[config.mk]
export PLATFORM = sky130hd
export DESIGN_NAME = vcop_issue
export DESIGN_NICKNAME = d
export VERILOG_FILES = /design/src/rtl/vcop_issue.sv
export SDC_FILE = /design/constraint.sdc
export NUM_CORES = 1
export LEC_CHECK = 0
export ABC_AREA = 0
export CORE_AREA = 4 4 145 77
export CTS_CLUSTER_DIAMETER = 80
export DETAILED_ROUTE_END_ITERATION = 6
export DIE_AREA = 0 0 149 81
export HOLD_SLACK_MARGIN = 0.08
export PLACE_DENSITY = 0.84
export SYNTH_ARGS = -nofsm -noshare
export SYNTH_HDL_FRONTEND = slang
export SYNTH_SLANG_ARGS = --single-unit
[constraint.sdc]
create_clock -name clk -period 3 [get_ports clk]
set_input_delay 0.6 -clock clk [delete_from_list [all_inputs] [get_ports clk]]
set_output_delay 0.6 -clock clk [all_outputs]
set_load 0.02 [all_outputs]
[src/rtl/vcop_issue.sv]
// Scalar-side issue unit for the vector coprocessor: budget-timed hold of one vector op.
// Optional macro VCOP_BACK2BACK_EN lets the next vector op follow the last held cycle directly.
module vcop_issue #(
   parameter int unsigned LAT_CFG  = 1,
   parameter int unsigned LAT_ALU  = 2,
   parameter int unsigned LAT_MUL  = 4,
   parameter int unsigned LAT_RED  = 8,
   parameter int unsigned LAT_SLDU = 4,
   parameter int unsigned LAT_LD   = 3,
   parameter int unsigned LAT_ST   = 3,
   parameter logic [31:0] NOP      = 32'h0000_0013
) (
   input  logic        clk,
   input  logic        nrst,
   input  logic        id_valid,
   input  logic [31:0] id_instr,
   output logic        id_stall,
   output logic [4:0]  rf_raddr1,
   output logic [4:0]  rf_raddr2,
   input  logic [31:0] rf_rdata1,
   input  logic [31:0] rf_rdata2,
   output logic [31:0] op_instr_base,
   output logic [31:0] xreg_out1,
   output logic [31:0] xreg_out2,
   output logic        vbusy,
   output logic        vdone,
   output logic [1:0]  dbg_state
);

   // Handshake: an ID instruction advances on a rising edge when id_valid=1 and id_stall=0;
   // a vector instruction is accepted on exactly that edge, and only from IDLE (or the
   // last held cycle when back-to-back issue is enabled).

   localparam logic [6:0] OPC_OPV = 7'b1010111;
   localparam logic [6:0] OPC_LD  = 7'b0000111;
   localparam logic [6:0] OPC_ST  = 7'b0100111;

   localparam logic [3:0] L_CFG  = 4'(LAT_CFG);
   localparam logic [3:0] L_ALU  = 4'(LAT_ALU);
   localparam logic [3:0] L_MUL  = 4'(LAT_MUL);
   localparam logic [3:0] L_RED  = 4'(LAT_RED);
   localparam logic [3:0] L_SLDU = 4'(LAT_SLDU);
   localparam logic [3:0] L_LD   = 4'(LAT_LD);
   localparam logic [3:0] L_ST   = 4'(LAT_ST);

   typedef enum logic [1:0] {
      ST_IDLE  = 2'd0,
      ST_EXEC  = 2'd1,
      ST_DRAIN = 2'd2
   } state_t;

   state_t      state;
   logic [3:0]  cnt;

   logic [6:0]  opcode;
   logic [2:0]  funct3;
   logic [5:0]  funct6;
   logic        is_opv;
   logic        is_vec;
   logic        is_opm;
   logic        accept;
   logic        last_cycle;
   logic [3:0]  lat;
   logic        unused_instr_bits;

   assign opcode = id_instr[6:0];
   assign funct3 = id_instr[14:12];
   assign funct6 = id_instr[31:26];

   assign is_opv = (opcode == OPC_OPV);
   assign is_vec = is_opv || (opcode == OPC_LD) || (opcode == OPC_ST);
   assign is_opm = (funct3 == 3'b010) || (funct3 == 3'b110);

   assign rf_raddr1 = id_instr[19:15];
   assign rf_raddr2 = id_instr[24:20];

   // vd and vm do not influence issue timing
   assign unused_instr_bits = ^{id_instr[11:7], id_instr[25]};

   assign last_cycle = (state == ST_EXEC) && (cnt == 4'd0);
   assign dbg_state  = state;

   // Latency class, highest priority first: memory, config, multiply, reduction, slide, ALU
   always_comb begin
      lat = L_ALU;
      if (opcode == OPC_LD) begin
         lat = L_LD;
      end else if (opcode == OPC_ST) begin
         lat = L_ST;
      end else if (funct3 == 3'b111) begin
         lat = L_CFG;
      end else if (is_opm && (funct6[5:3] == 3'b100)) begin
         lat = L_MUL;
      end else if (is_opm && (funct6[5:3] == 3'b000)) begin
         lat = L_RED;
      end else if ((funct6 == 6'b001110) || (funct6 == 6'b001111)) begin
         lat = L_SLDU;
      end
   end

   assign accept = id_valid && is_vec;

   always_comb begin
      id_stall = 1'b0;
      case (state)
         ST_IDLE:  id_stall = 1'b0;
`ifdef VCOP_BACK2BACK_EN
         ST_EXEC:  id_stall = id_valid && !last_cycle;
`else
         ST_EXEC:  id_stall = id_valid;
`endif
         ST_DRAIN: id_stall = id_valid;
         default:  id_stall = 1'b0;
      endcase
   end

   // vdone is registered against the value cnt is about to take, so it lines up with cnt==0
   always_ff @(posedge clk or negedge nrst) begin
      if (!nrst) begin
         state         <= ST_IDLE;
         cnt           <= 4'd0;
         op_instr_base <= NOP;
         xreg_out1     <= 32'd0;
         xreg_out2     <= 32'd0;
         vbusy         <= 1'b0;
         vdone         <= 1'b0;
      end else begin
         case (state)
            ST_IDLE: begin
               vdone <= 1'b0;
               if (accept) begin
                  state         <= ST_EXEC;
                  cnt           <= lat - 4'd1;
                  op_instr_base <= id_instr;
                  xreg_out1     <= rf_rdata1;
                  xreg_out2     <= rf_rdata2;
                  vbusy         <= 1'b1;
                  vdone         <= (lat == 4'd1);
               end
            end
            ST_EXEC: begin
               if (cnt != 4'd0) begin
                  cnt   <= cnt - 4'd1;
                  vdone <= (cnt == 4'd1);
               end else begin
`ifdef VCOP_BACK2BACK_EN
                  if (accept) begin
                     state         <= ST_EXEC;
                     cnt           <= lat - 4'd1;
                     op_instr_base <= id_instr;
                     xreg_out1     <= rf_rdata1;
                     xreg_out2     <= rf_rdata2;
                     vbusy         <= 1'b1;
                     vdone         <= (lat == 4'd1);
                  end else begin
                     state         <= ST_IDLE;
                     op_instr_base <= NOP;
                     vbusy         <= 1'b0;
                     vdone         <= 1'b0;
                  end
`else
                  state         <= ST_DRAIN;
                  op_instr_base <= NOP;
                  vbusy         <= 1'b0;
                  vdone         <= 1'b0;
`endif
               end
            end
            ST_DRAIN: begin
               state <= ST_IDLE;
               vdone <= 1'b0;
            end
            default: begin
               state         <= ST_IDLE;
               cnt           <= 4'd0;
               op_instr_base <= NOP;
               vbusy         <= 1'b0;
               vdone         <= 1'b0;
            end
         endcase
      end
   end

endmodule

== Word level (Yosys, flattened, before mapping) ==
Index checks and enable logic that the tools add are counted.
Word-level totals
  bits in registers: 104
  input bits: 99
Cells by class
  add/subtract/negate cells: 2
  eq/ne operators: 16
  multiplexer cells: 22
  bitwise logic cells: 1
  reduce and logical (&&, ||, !) cells: 15
Operators by type and width (number)
  case mux 32 bit (3 select lines): 1
  2-to-1 mux 32 bit: 2
  2-to-1 mux 4 bit: 7
  equality test 6 x 4 -> 1 bit, second input constant: 2
  case mux 4 bit (3 select lines): 1
  equality test 3 bit, second input constant: 3
  equality test 4 x 1 -> 1 bit, second input constant: 2
  subtractor 4 x 1 -> 4 bit, second input constant: 2
  equality test 7 x 3 -> 1 bit, second input constant: 1
  equality test 7 x 6 -> 1 bit, second input constant: 1
  equality test 7 bit, second input constant: 1
  AND reduction 3 bit: 2
  2-to-1 mux 1 bit: 5
  logical OR 1 bit: 4
  2-to-1 mux 2 bit: 2
  inequality test 2 bit, second input constant: 2
  case mux 2 bit (2 select lines): 1
  AND reduction 2 bit: 2
  nonzero test 4 bit: 1
  equality test 3 x 2 -> 1 bit, second input constant: 1
  logical AND 1 bit: 3
  logical NOT 3 bit: 1
  2-to-1 mux 3 bit: 1
  case mux 1 bit (3 select lines): 1
  other kinds (7): 7

== Depth between registers and ports, before layout ==
Gate-level depths: netlist of the first run.
  depth after elaboration: 11
  depth in mapped cells: 8
  depth with buffers taken out: 7

== Worst setup path after synthesis of the first run ==
OpenSTA, ideal clock, no wires.
  path kind: input to register
  start point: in id_instr[3]
  end point: reg op_instr_base[10]
  setup time: 0.121 ns
  arrival time: 1.979 ns
  data required time: 2.879 ns
  path slack: 0.900 ns
  cell stages on the path: 7
  buffers on the path: 2
  cells stage by stage: and4b_1 o211ai_2 and2_4 or3_1 buf_2 buf_6 a22o_1
Between the ends
  word-level cells in the longest chain between the ends: 6
Ends and longest elaborated chain
  from (decl): line 16  | input logic [31:0] id_instr,
  equality test 7 bit or equality test 7 x 3 -> 1 bit (tied branches): line 70, 71
  logical OR 1 bit: line 71  | assign is_vec = is_opv || (opcode == OPC_LD) || (opcode == OPC_ST);
  logical OR 1 bit (*): line 71
  logical AND 1 bit (*): line 101  | assign accept = id_valid && is_vec;
  inequality test 2 bit (no line) (*)
  AND reduction 3 bit (no line) (*)
  to (signal assigned): line 134  | op_instr_base <= id_instr;
  to (decl): line 22  | output logic [31:0] op_instr_base,
Mark *: on every way between the ends. The rest lies on a longest branch, timed or not.
A chain may end at the register's enable or synchronous reset.

== Final worst setup path of the first run ==
  start point: in id_valid
  end point: out id_stall
Between the ends
  word-level cells in the longest chain between the ends: 1
Ends and longest elaborated chain
  from (decl): line 15  | input logic id_valid,
  2-to-1 mux 1 bit: line 105  | case (state)
  to (decl): line 17  | output logic id_stall,
No other way between the ends.

==> results of run 1 <==
==> through the flow <==
step	worst slack (ns)	cell area (µm²)	hold slack (ns)	utilization [%]	power [W]
detailed placement	0.278	6400	0.466	64.3	0.00406
global route	0.417	6660	0.367	66.9	0.00536
finish	0.471	6660	0.326	66.9	0.00508
floorplan	0.900	4210	0.304	-	0.00302
global placement	0.382	6400	0.463	64.3	0.00400
CTS	0.453	6660	0.343	66.9	0.00514
==> cells by family (layout without fill, tap and decap cells) <==
group,after synthesis,after routing
flip-flops,104,104
buffers and inverters,33,239
AND/OR/NAND/NOR,32,32
XOR/XNOR,2,2
adder cells (fa/ha/maj),8,8
multiplexers,64,64
AO/OA/AOI/OAI,49,49
==> cells in the final DEF, fill, tap and decap left out, types with 3 or more instances in the layout <==
| cell type | count |
|---|---|
| sky130_fd_sc_hd__nand2_1 | 4 |
| sky130_fd_sc_hd__clkdlybuf4s50_1 | 208 |
| sky130_fd_sc_hd__clkbuf_16 | 9 |
| sky130_fd_sc_hd__buf_4 | 7 |
| sky130_fd_sc_hd__mux2_2 | 64 |
| sky130_fd_sc_hd__dfstp_2 | 3 |
| sky130_fd_sc_hd__and2_1 | 4 |
| sky130_fd_sc_hd__nor2_1 | 9 |
| sky130_fd_sc_hd__inv_1 | 8 |
| sky130_fd_sc_hd__ha_1 | 8 |
| sky130_fd_sc_hd__o21ai_0 | 5 |
| sky130_fd_sc_hd__dfrtp_1 | 101 |
| sky130_fd_sc_hd__a22oi_1 | 3 |
| sky130_fd_sc_hd__a21oi_1 | 4 |
| sky130_fd_sc_hd__a22o_1 | 27 |
==> registers in the layout, summed over array words and instances (netlist names) <==
| name | count |
|---|---|
| op_instr_base | 32 |
| xreg_out1 | 32 |
| xreg_out2 | 32 |
| cnt | 4 |
| dbg_state | 2 |
| vbusy | 1 |
| vdone | 1 |
==> final cells by class <==
type                       instances  share of cell area, %
sequential                       104                   39.1
timing repair buffer             216                   32.3
multi-input combinational        155                   21.5
clock buffer                      10                   3.44
tap                              140                   2.63
clock inverter                     5                  0.526
inverter                           8                  0.451
==> report_power, final <==
part	internal [W]	switching, W	leakage [nW]
combinational	0.00105	0.000998	1.51
clock	0.000558	0.000494	0.128
sequential	0.00177	0.000208	1.38
total	0.00338	0.00170	3.01
==> layer usage <==
metal | vias up | wire [µm] | track usage, %
met2 | 138 | 5240 | 29.4
met1 | 1539 | 4570 | 23.4
met4 | 0 | 77 | 4.20
met5 | - | 0 | 0
met3 | 8 | 1390 | 10.2
li1 | 1441 | - | -
==> worst max-delay path by stage <==
stage          cells after the start  slack, ns         from                end
2_1_floorplan                      7       0.90  id_instr[3]  op_instr_base[10]
3_3_place_gp                       7       0.38  id_instr[0]  op_instr_base[17]
3_5_place_dp                       7       0.28  id_instr[4]  op_instr_base[30]
4_1_cts                            3       0.45     id_valid           id_stall
5_1_grt                            3       0.42     id_valid           id_stall
6_report                           3       0.47     id_valid           id_stall
==> run summary, run 1 <==
## Min path
* **classification of the worst-slack hold path** primary input to asynchronous set/reset pin

## Critical path
* **cell-by-cell trace of the critical path** clkdlybuf4s50_1, and2_1, clkdlybuf4s50_1
* **highest cell delay on the worst timing path** 0.62 ns
* **critical path endpoint category** primary output
* **most frequent cell on the critical path** sky130_fd_sc_hd__clkdlybuf4s50_1
* **Critical Path Start Type** primary input
* **cell with the largest stage delay on the worst path** sky130_fd_sc_hd__clkdlybuf4s50_1
* **reg-to-reg critical path startpoint** cnt[0]
* **setup slack on the worst flop-to-flop path** 1.04 ns
* **maximum fanout encountered on the critical timing path** 3
* **path type of the worst setup path** primary input to primary output
* **required time reported for the critical path endpoint** 2.40 ns
* **Worst EP arrival** 1.93 ns
* **Crit Reg-Reg Endpoint** op_instr_base[20]
* **Register-to-Register Path Depth** 7
* **largest delay contributor family on the critical path** buffers and inverters
* **count of buffer and inverter cells on the critical path** 2

## Global route
* **vias in the first global route** 3288
* **remaining global-route overflow** 0
* **combined global-route utilization of all metal layers** 18.9%
* **pin count of the biggest net entering global routing** 105
* **wire length of the first global-routing pass** 17600 µm
* **antenna violations before repair** 0

## Logic synthesis
* **top cell types by occurrence after synthesis** 101 x sky130_fd_sc_hd__dfrtp_1, 64 x sky130_fd_sc_hd__mux2_2, 27 x sky130_fd_sc_hd__a22o_1
* **portion of synthesized cell area occupied by the leading cell type** 60.0%
* **number of synthesized flops with an enable pin** 0
* **Cell variety after synth** 39
* **leading area contributor after synthesis** sky130_fd_sc_hd__dfrtp_1
* **Async S/R FF share, synth** 100%
* **largest cells by area after synthesis** sky130_fd_sc_hd__dfrtp_1 60%, sky130_fd_sc_hd__mux2_2 17%, sky130_fd_sc_hd__a22o_1 5.6%
* **cells after synthesis** 292
* **most frequent cell after synthesis** sky130_fd_sc_hd__dfrtp_1
* **fraction of synthesized cell area in xor and xnor cells** 0.416%
* **cell area after synthesis** 4210 µm²
* **average footprint of a synthesized cell** 14.4 µm²
* **flip-flop and latch count after synthesis** 104
* **share of the yosys chip area belonging to registers** 61.9%
* **predominant post-synthesis flop cell** sky130_fd_sc_hd__dfrtp_1
* **synthesized-area fraction occupied by adder cells** 2.38%
* **nets in the synthesized netlist** 399
* **simple-gate share of the synthesized area** 4.37%
* **dominant combinational cell family by area after synthesis** multiplexers
* **Synth warnings** 0
* **compound-cell area share of the yosys netlist** 9.24%
* **multiplexer share of the synthesized area** 17.1%

## CTS
* **post-CTS setup buffer count** 0
* **Worst-Skew Late Latency** 0.34 ns
* **count of hold buffers inserted by post-cts repair** 0
* **TritonCTS buffer count** 9
* **number of clock sinks** 104
* **TritonCTS clock tree** built
* **H-tree depth** 3
* **number of gates resized after cts** 0
* **clock buffer depth** 2
* **clock-pin slew of the registers on the worst-case setup and hold paths** 0.06 ns
* **clock root buffer master** sky130_fd_sc_hd__clkbuf_16

## Placement
* **Port Buffer Count** 209
* **count of placed standard cells including taps** 623
* **detailed-placement wirelength estimate** 8680 µm
* **placer's final routability congestion estimate** 0.887

## Die
* **number of I/O pins** 210
* **DIE AREA** 12100 µm²
* **number of placement rows** 26
* **die height** 81 µm
* **effective utilization at floorplan** 42.3%
* **horizontal extent of the die** 149 µm
* **core area** 9950 µm²

## STA
* **Worst-Margin Slew** 0.536 ns
* **number of endpoints with negative hold slack in the final report** 0
* **sum of negative setup slack** 0 ns
* **Worst slew margin** 64.3%
* **number of slew-limit violations in the final report** 0
* **minimum period implied by the final worst setup slack** 2.53 ns
* **highest clock rate** 395 MHz
* **count of final setup violators** 0
* **setup repair after global routing missed its margin** false
* **setup clock skew after layout** 0.00527 ns
* **final worst path period share** 84.3%

## Power and ir drop
* **power per standard cell area** 762 nW/µm²
* **Peak VDD IR** 0.516 mV
* **Static Leak** 3.01 nW

## Finish
* **Non-Filler Instances** 638
* **layout cells sized above 1** 18.9%
* **register cell area after layout** 2610 µm²
* **area growth from synthesis to layout** 58.3%
* **NumNets Final** 601
* **count of filler cells inserted in the layout** 724
* **area used by multi-input combinational logic** 1430 µm²
* **Ant. Diodes** 0

## Drt
* **count of unresolved DRC violations after routing** 0
* **Routed WL per cell** 17.7 µm
* **antenna violation net count after detailed routing** 0
* **total vias in the final route** 3126
* **length of the first detailed-routing pass in iterations** 4
* **total length of routed wires** 11300 µm
* **number of violations reported at the end of detailed-routing iteration 0** 131
* **via/cell ratio** 4.90

## Status
* **outcome** complete, no violations

## Job
* **number of max-cap violations** 0

No activity file was read; power rests on OpenSTA's default activity.
==> run 2: changes to the inputs <==
--- a/config.mk
+++ b/config.mk
@@ -6,12 +6,12 @@
 export NUM_CORES = 1
 export LEC_CHECK = 0
 export ABC_AREA = 0
-export CORE_AREA = 4 4 145 77
+export CORE_AREA = 4 4 158 84
 export CTS_CLUSTER_DIAMETER = 80
 export DETAILED_ROUTE_END_ITERATION = 6
-export DIE_AREA = 0 0 149 81
+export DIE_AREA = 0 0 162 88
 export HOLD_SLACK_MARGIN = 0.08
-export PLACE_DENSITY = 0.84
+export PLACE_DENSITY = 0.75
 export SYNTH_ARGS = -nofsm -noshare
 export SYNTH_HDL_FRONTEND = slang
 export SYNTH_SLANG_ARGS = --single-unit
==> constraint.sdc (replaced) <==
create_clock -name clk -period 2.2 [get_ports clk]
set_input_delay 0.44 -clock clk [delete_from_list [all_inputs] [get_ports clk]]
set_output_delay 0.44 -clock clk [all_outputs]
set_load 0.02 [all_outputs]
==> run summary, run 2 (synthesis gave the netlist of run 1 again) <==
## Finish
* **most frequent cells in the layout** 207 x sky130_fd_sc_hd__clkdlybuf4s50_1, 101 x sky130_fd_sc_hd__dfrtp_1, 64 x sky130_fd_sc_hd__mux2_2, was 208 x sky130_fd_sc_hd__clkdlybuf4s50_1, 101 x sky130_fd_sc_hd__dfrtp_1, 64 x sky130_fd_sc_hd__mux2_2
* **NumNets Final** 621, was 601
* **area used by multi-input combinational logic** 1430 µm², unchanged
* **layout cells sized above 1** 22.0%, was 18.9%
* **Finished Core Util** 59.2%, was 66.9%
* **register cell area after layout** 2610 µm², unchanged
* **area growth from synthesis to layout** 64.7%, was 58.3%
* **Layout Cell Area excl Fill** 6930 µm², was 6660 µm²
* **Ant. Diodes** 0, unchanged
* **largest registers** op_instr_base x32, xreg_out1 x32, xreg_out2 x32, unchanged
* **count of filler cells inserted in the layout** 956, was 724
* **Non-Filler Instances** 684, was 638
* **commonest non-fill, non-tap cell in the layout** sky130_fd_sc_hd__clkdlybuf4s50_1, unchanged

## CTS
* **clock root buffer master** sky130_fd_sc_hd__clkbuf_16, unchanged
* **Worst-Skew Late Latency** 0.34 ns, about the same
* **H-tree depth** 3, unchanged
* **TritonCTS buffer count** 9, unchanged
* **TritonCTS clock tree** built, unchanged
* **clock buffer depth** 2, unchanged
* **clock-pin slew of the registers on the worst-case setup and hold paths** 0.07 ns, was 0.06 ns
* **number of clock sinks** 104, unchanged
* **post-CTS setup buffer count** 0, unchanged

## Power and ir drop
* **Peak VDD IR** 0.445 mV, was 0.516 mV
* **Static Leak** 3.15 nW, was 3.01 nW
* **power per standard cell area** 1030 nW/µm², was 762 nW/µm²

## Placement
* **count of placed standard cells including taps** 667, was 623
* **placer's final routability congestion estimate** 0.790, was 0.887
* **placed standard-cell area** 6620 µm², was 6400 µm²
* **worst slack at placement** -0.192 ns, was 0.278 ns
* **detailed-placement wirelength estimate** 8880 µm, was 8680 µm
* **Port Buffer Count** 209, unchanged

## Critical path
* **path type of the worst setup path** primary input to register, was primary input to primary output
* **Critical Path Start Type** primary input, unchanged
* **cell with the largest stage delay on the worst path** sky130_fd_sc_hd__clkdlybuf4s50_1, unchanged
* **cell-by-cell trace of the critical path** clkdlybuf4s50_1, and3b_1, o211ai_2, and2_4, or3_1, buf_12, a22o_1, was clkdlybuf4s50_1, and2_1, clkdlybuf4s50_1
* **critical path endpoint category** register, was primary output
* **Worst EP arrival** 2.26 ns, was 1.93 ns
* **maximum fanout encountered on the critical timing path** 33, was 3
* **highest cell delay on the worst timing path** 0.52 ns, was 0.62 ns
* **required time reported for the critical path endpoint** 2.42 ns, was 2.40 ns

## Global route
* **wire length of the first global-routing pass** 18600 µm, was 17600 µm
* **pin count of the biggest net entering global routing** 56, was 105
* **antenna violations before repair** 0, unchanged
* **combined global-route utilization of all metal layers** 16.5%, was 18.9%
* **vias in the first global route** 3418, was 3288
* **remaining global-route overflow** 0, unchanged

## Drt
* **total length of routed wires** 11800 µm, was 11300 µm
* **length of the first detailed-routing pass in iterations** 4, unchanged
* **count of unresolved DRC violations after routing** 0, unchanged
* **Routed WL per cell** 17.2 µm, was 17.7 µm
* **total vias in the final route** 3162, was 3126
* **antenna violation net count after detailed routing** 0, unchanged
* **number of violations reported at the end of detailed-routing iteration 0** 146, was 131
* **via/cell ratio** 4.62, was 4.90

## STA
* **Worst-Margin Slew** 0.380 ns, was 0.536 ns
* **final worst path period share** 92.8%
* **Worst slew margin** 74.6%, was 64.3%
* **setup repair after global routing missed its margin** false, unchanged
* **count of final setup violators** 0, unchanged
* **minimum period implied by the final worst setup slack** 2.04 ns
* **sum of negative setup slack** 0 ns, unchanged
* **number of endpoints with negative hold slack in the final report** 0, unchanged
* **highest clock rate** 490 MHz
* **number of slew-limit violations in the final report** 0, unchanged
* **fin worst setup slack** 0.158 ns, was 0.471 ns
* **setup clock skew after layout** 0.00822 ns, was 0.00527 ns

## Die
* **die height** 88 µm, was 81 µm
* **number of placement rows** 28, was 26
* **DIE AREA** 14300 µm², was 12100 µm²
* **number of I/O pins** 210, unchanged
* **horizontal extent of the die** 162 µm, was 149 µm
* **effective utilization at floorplan** 36.0%, was 42.3%
* **core area** 11700 µm², was 9950 µm²

## Min path
* **classification of the worst-slack hold path** register to register, was primary input to asynchronous set/reset pin

## Status
* **outcome** complete, no violations, unchanged

## Job
* **number of max-cap violations** 0, unchanged

==> run 2: critical path: cells and delay by family <==
kind / cells / cell delay [ns]
AO/OA/AOI/OAI: 2 / 0.34
buffers and inverters: 2 / 0.71
AND/OR/NAND/NOR: 3 / 0.76
==> run 2: repair_timing <==
item | 4_1_cts | 5_1_grt
hold buffers | 1 | 0
resized for setup | 1 | 0
endpoints found under the setup margin | 1 | 0
endpoints found under the hold margin | 23 | 0
==> run 2: per-stage QoR <==
| step | total power, W | hold slack, ns |
|---|---|---|
| global route | 0.00755 | 0.505 |
| finish | 0.00717 | 0.480 |
| global placement | 0.00556 | 0.379 |
| CTS | 0.00726 | 0.483 |
| floorplan | 0.00412 | 0.144 |
| detailed placement | 0.00562 | 0.384 |
==> run 2: path summary, 6_finish.rpt <==
check / startpoint / to / slack, ns / cells past startpoint
hold reg to reg: op_instr_base[2] / op_instr_base[2] / 0.48 / 1
setup / recovery: id_instr[4] / op_instr_base[24] / 0.16 / 7
min in group asynchronous: nrst / xreg_out2[17] / 0.57 / 2
setup reg to reg: cnt[0] / op_instr_base[24] / 0.29 / 7
max in group asynchronous: nrst / xreg_out2[11] / 0.97 / 3
hold / removal: op_instr_base[2] / op_instr_base[2] / 0.48 / 1
==> run 2: final cells by class <==
cell class              count  share of cell area [%]
multi-input cells         155                    20.7
flip-flops and latches    104                    37.6
clock buffers              11                    3.50
well taps                 165                    2.98
inverters                   8                   0.433
clock inverters             5                   0.812
repair buffers            236                    34.0
==> run 2: power by group <==
part           switching, W  leakage [nW]  internal (W)
Sequential         0.000277          1.38       0.00241
Clock              0.000694         0.145      0.000913
Combinational       0.00139          1.63       0.00149
==> run 2: routing by layer <==
metal | GRT usage [%] | routed length, µm
met5 | 0 | 0
met3 | 3.95 | 440
met4 | 5.14 | 225
met1 | 19.3 | 4680
met2 | 30.4 | 6430
==> run 3: changes to the inputs <==
--- a/config.mk
+++ b/config.mk
@@ -6,10 +6,10 @@
 export NUM_CORES = 1
 export LEC_CHECK = 0
 export ABC_AREA = 0
-export CORE_AREA = 4 4 158 84
+export CORE_AREA = 10 10 164 90
 export CTS_CLUSTER_DIAMETER = 80
 export DETAILED_ROUTE_END_ITERATION = 6
-export DIE_AREA = 0 0 162 88
+export DIE_AREA = 0 0 174 100
 export HOLD_SLACK_MARGIN = 0.08
 export PLACE_DENSITY = 0.75
 export SYNTH_ARGS = -nofsm -noshare
==> run summary, run 3 (synthesis gave the netlist of run 1 again) <==
## CTS
* **number of clock sinks** 104, unchanged
* **H-tree depth** 3, unchanged
* **clock buffer depth** 2, unchanged
* **clock-pin slew of the registers on the worst-case setup and hold paths** 0.07 ns, about the same
* **Worst-Skew Late Latency** 0.34 ns, about the same
* **post-CTS setup buffer count** 0, unchanged
* **TritonCTS buffer count** 9, unchanged
* **TritonCTS clock tree** built, unchanged
* **clock root buffer master** sky130_fd_sc_hd__clkbuf_16, unchanged

## Drt
* **via/cell ratio** 4.70, was 4.62
* **antenna violation net count after detailed routing** 0, unchanged
* **count of unresolved DRC violations after routing** 0, unchanged
* **length of the first detailed-routing pass in iterations** 4, unchanged
* **Routed WL per cell** 18.8 µm, was 17.2 µm
* **total vias in the final route** 3213, was 3162
* **number of violations reported at the end of detailed-routing iteration 0** 155, was 146
* **total length of routed wires** 12900 µm, was 11800 µm

## Die
* **effective utilization at floorplan** 34.7%, was 36.0%
* **core area** 12100 µm², was 11700 µm²
* **DIE AREA** 17400 µm², was 14300 µm²
* **die height** 100 µm, was 88 µm
* **number of I/O pins** 210, unchanged
* **number of placement rows** 29, was 28
* **horizontal extent of the die** 174 µm, was 162 µm

## Critical path
* **reg-to-reg critical path startpoint** cnt[0], unchanged
* **setup slack on the worst flop-to-flop path** 0.25 ns, was 0.29 ns
* **critical path endpoint category** register, unchanged
* **maximum fanout encountered on the critical timing path** 33, unchanged
* **required time reported for the critical path endpoint** 2.42 ns, about the same
* **path type of the worst setup path** primary input to register, unchanged
* **Register-to-Register Path Depth** 7, unchanged
* **Critical Path Start Type** primary input, unchanged
* **Worst EP arrival** 2.27 ns, was 2.26 ns
* **Crit Reg-Reg Endpoint** op_instr_base[16], was op_instr_base[24]

## Global route
* **pin count of the biggest net entering global routing** 53, was 56
* **vias in the first global route** 3482, was 3418
* **antenna violations before repair** 0, unchanged
* **wire length of the first global-routing pass** 20200 µm, was 18600 µm
* **combined global-route utilization of all metal layers** 14.6%, was 16.5%
* **remaining global-route overflow** 0, unchanged

## Min path
* **Hold Path Stages** 2, was 1
* **capture endpoint of the worst hold path** op_instr_base[4], was op_instr_base[2]
* **launch point of the worst hold path** op_instr_base[4], was op_instr_base[2]
* **classification of the worst-slack hold path** register to register, unchanged

## Placement
* **detailed-placement wirelength estimate** 10200 µm, was 8880 µm
* **count of placed standard cells including taps** 666, was 667
* **worst slack at placement** -0.198 ns, was -0.192 ns
* **placed standard-cell area** 6590 µm², was 6620 µm²
* **placer's final routability congestion estimate** 0.828, was 0.790
* **Port Buffer Count** 209, unchanged

## Finish
* **most frequent cells in the layout** 207 x sky130_fd_sc_hd__clkdlybuf4s50_1, 101 x sky130_fd_sc_hd__dfrtp_1, 64 x sky130_fd_sc_hd__mux2_2, unchanged
* **register cell area after layout** 2610 µm², unchanged
* **Non-Filler Instances** 683, was 684
* **count of filler cells inserted in the layout** 1004, was 956
* **largest registers** op_instr_base x32, xreg_out1 x32, xreg_out2 x32, unchanged
* **layout cells sized above 1** 20.9%, was 22.0%
* **area used by multi-input combinational logic** 1430 µm², unchanged
* **NumNets Final** 615, was 621
* **commonest non-fill, non-tap cell in the layout** sky130_fd_sc_hd__clkdlybuf4s50_1, unchanged
* **area growth from synthesis to layout** 63.0%, was 64.7%
* **Ant. Diodes** 0, unchanged
* **Layout Cell Area excl Fill** 6860 µm², was 6930 µm²

## Power and ir drop
* **power per standard cell area** 1030 nW/µm², about the same
* **Static Leak** 3.10 nW, was 3.15 nW
* **Peak VDD IR** 0.504 mV, was 0.445 mV

## STA
* **fin worst setup slack** 0.154 ns, was 0.158 ns
* **count of final setup violators** 0, unchanged
* **final worst path period share** 93.0%, was 92.8%
* **minimum period implied by the final worst setup slack** 2.05 ns, was 2.04 ns
* **setup repair after global routing missed its margin** false, unchanged
* **setup clock skew after layout** 0.00868 ns, was 0.00822 ns
* **highest clock rate** 489 MHz, was 490 MHz
* **Worst slew margin** 71.8%, was 74.6%
* **number of endpoints with negative hold slack in the final report** 0, unchanged
* **Worst-Margin Slew** 0.423 ns, was 0.380 ns
* **number of slew-limit violations in the final report** 0, unchanged
* **Min Hold Slack** 0.481 ns, was 0.480 ns

## Status
* **outcome** complete, no violations, unchanged

## Job
* **number of max-cap violations** 0, unchanged

-- run 3: cell types whose count changed in the layout (fill, tap and decap cells not counted), sizes merged --
cell      previous run  this run
clkinv               3         1
clkinvlp             1         4
bufinv               1         0
buf                 27        21
-- run 3: how the worst max path moves through the flow --
stage                              to    startpoint  slack [ns]
floorplan           op_instr_base[10]  dbg_state[1]        0.22
global placement         xreg_out2[0]   id_instr[5]       -0.14
detailed placement  op_instr_base[16]   id_instr[6]       -0.20
CTS                 op_instr_base[16]   id_instr[6]        0.16
global route        op_instr_base[16]   id_instr[6]         0.1
finish              op_instr_base[16]   id_instr[6]        0.15
-- run 3: where the power goes --
group | internal, W | total [W] | switching, W
clock network | 0.000767 | 0.00146 | 0.000692
registers | 0.00241 | 0.00269 | 0.000283
logic | 0.00149 | 0.00291 | 0.00142
-- run 3: layout make-up --
| class | count | share of cell area, % |
|---|---|---|
| Sequential cell | 104 | 38.0 |
| Timing Repair Buffer | 230 | 33.7 |
| Multi-Input combinational cell | 155 | 20.9 |
| Clock buffer | 11 | 3.39 |
| Tap cell | 170 | 3.10 |
| Clock inverter | 5 | 0.511 |
| Inverter | 8 | 0.438 |
-- run 3: routing by layer --
metal / vias to the layer above / global-route usage [%] / share of wire [%] / wire length [µm]
met1: 1580 / 17.4 / 43 / 5470
met3: 9 / 9.25 / 13 / 1670
met2: 152 / 22.0 / 44 / 5610
li1: 1472 / - / - / -
met4: 0 / 2.94 / 0.75 / 97
met5: - / 0 / 0 / 0
-- run 3: through the flow --
stage | power (W) | util [%] | TNS [ns]
final | 0.00706 | 56.6 | 0
after CTS | 0.00715 | 56.6 | 0
after detailed placement | 0.00566 | 54.3 | -14.89
after global routing | 0.00746 | 56.6 | 0
after global placement | 0.00558 | 54.3 | -10.97
after floorplan | 0.00412 | - | 0
-- run 3: what timing repair did --
action                                 CTS  global route
endpoints found under the hold margin   28             0
setup endpoints to repair                1             0
resized for setup                        1             0
hold buffers                             1             0
-- run 3: worst max-delay path, stage by stage --
cell and delay [ns]:
sky130_fd_sc_hd__clkdlybuf4s50_1 0.51, sky130_fd_sc_hd__and3b_1 0.21, sky130_fd_sc_hd__o211ai_2 0.09, sky130_fd_sc_hd__and2_4 0.17, sky130_fd_sc_hd__or3_1 0.38, sky130_fd_sc_hd__buf_12 0.18
sky130_fd_sc_hd__a22o_1 0.25
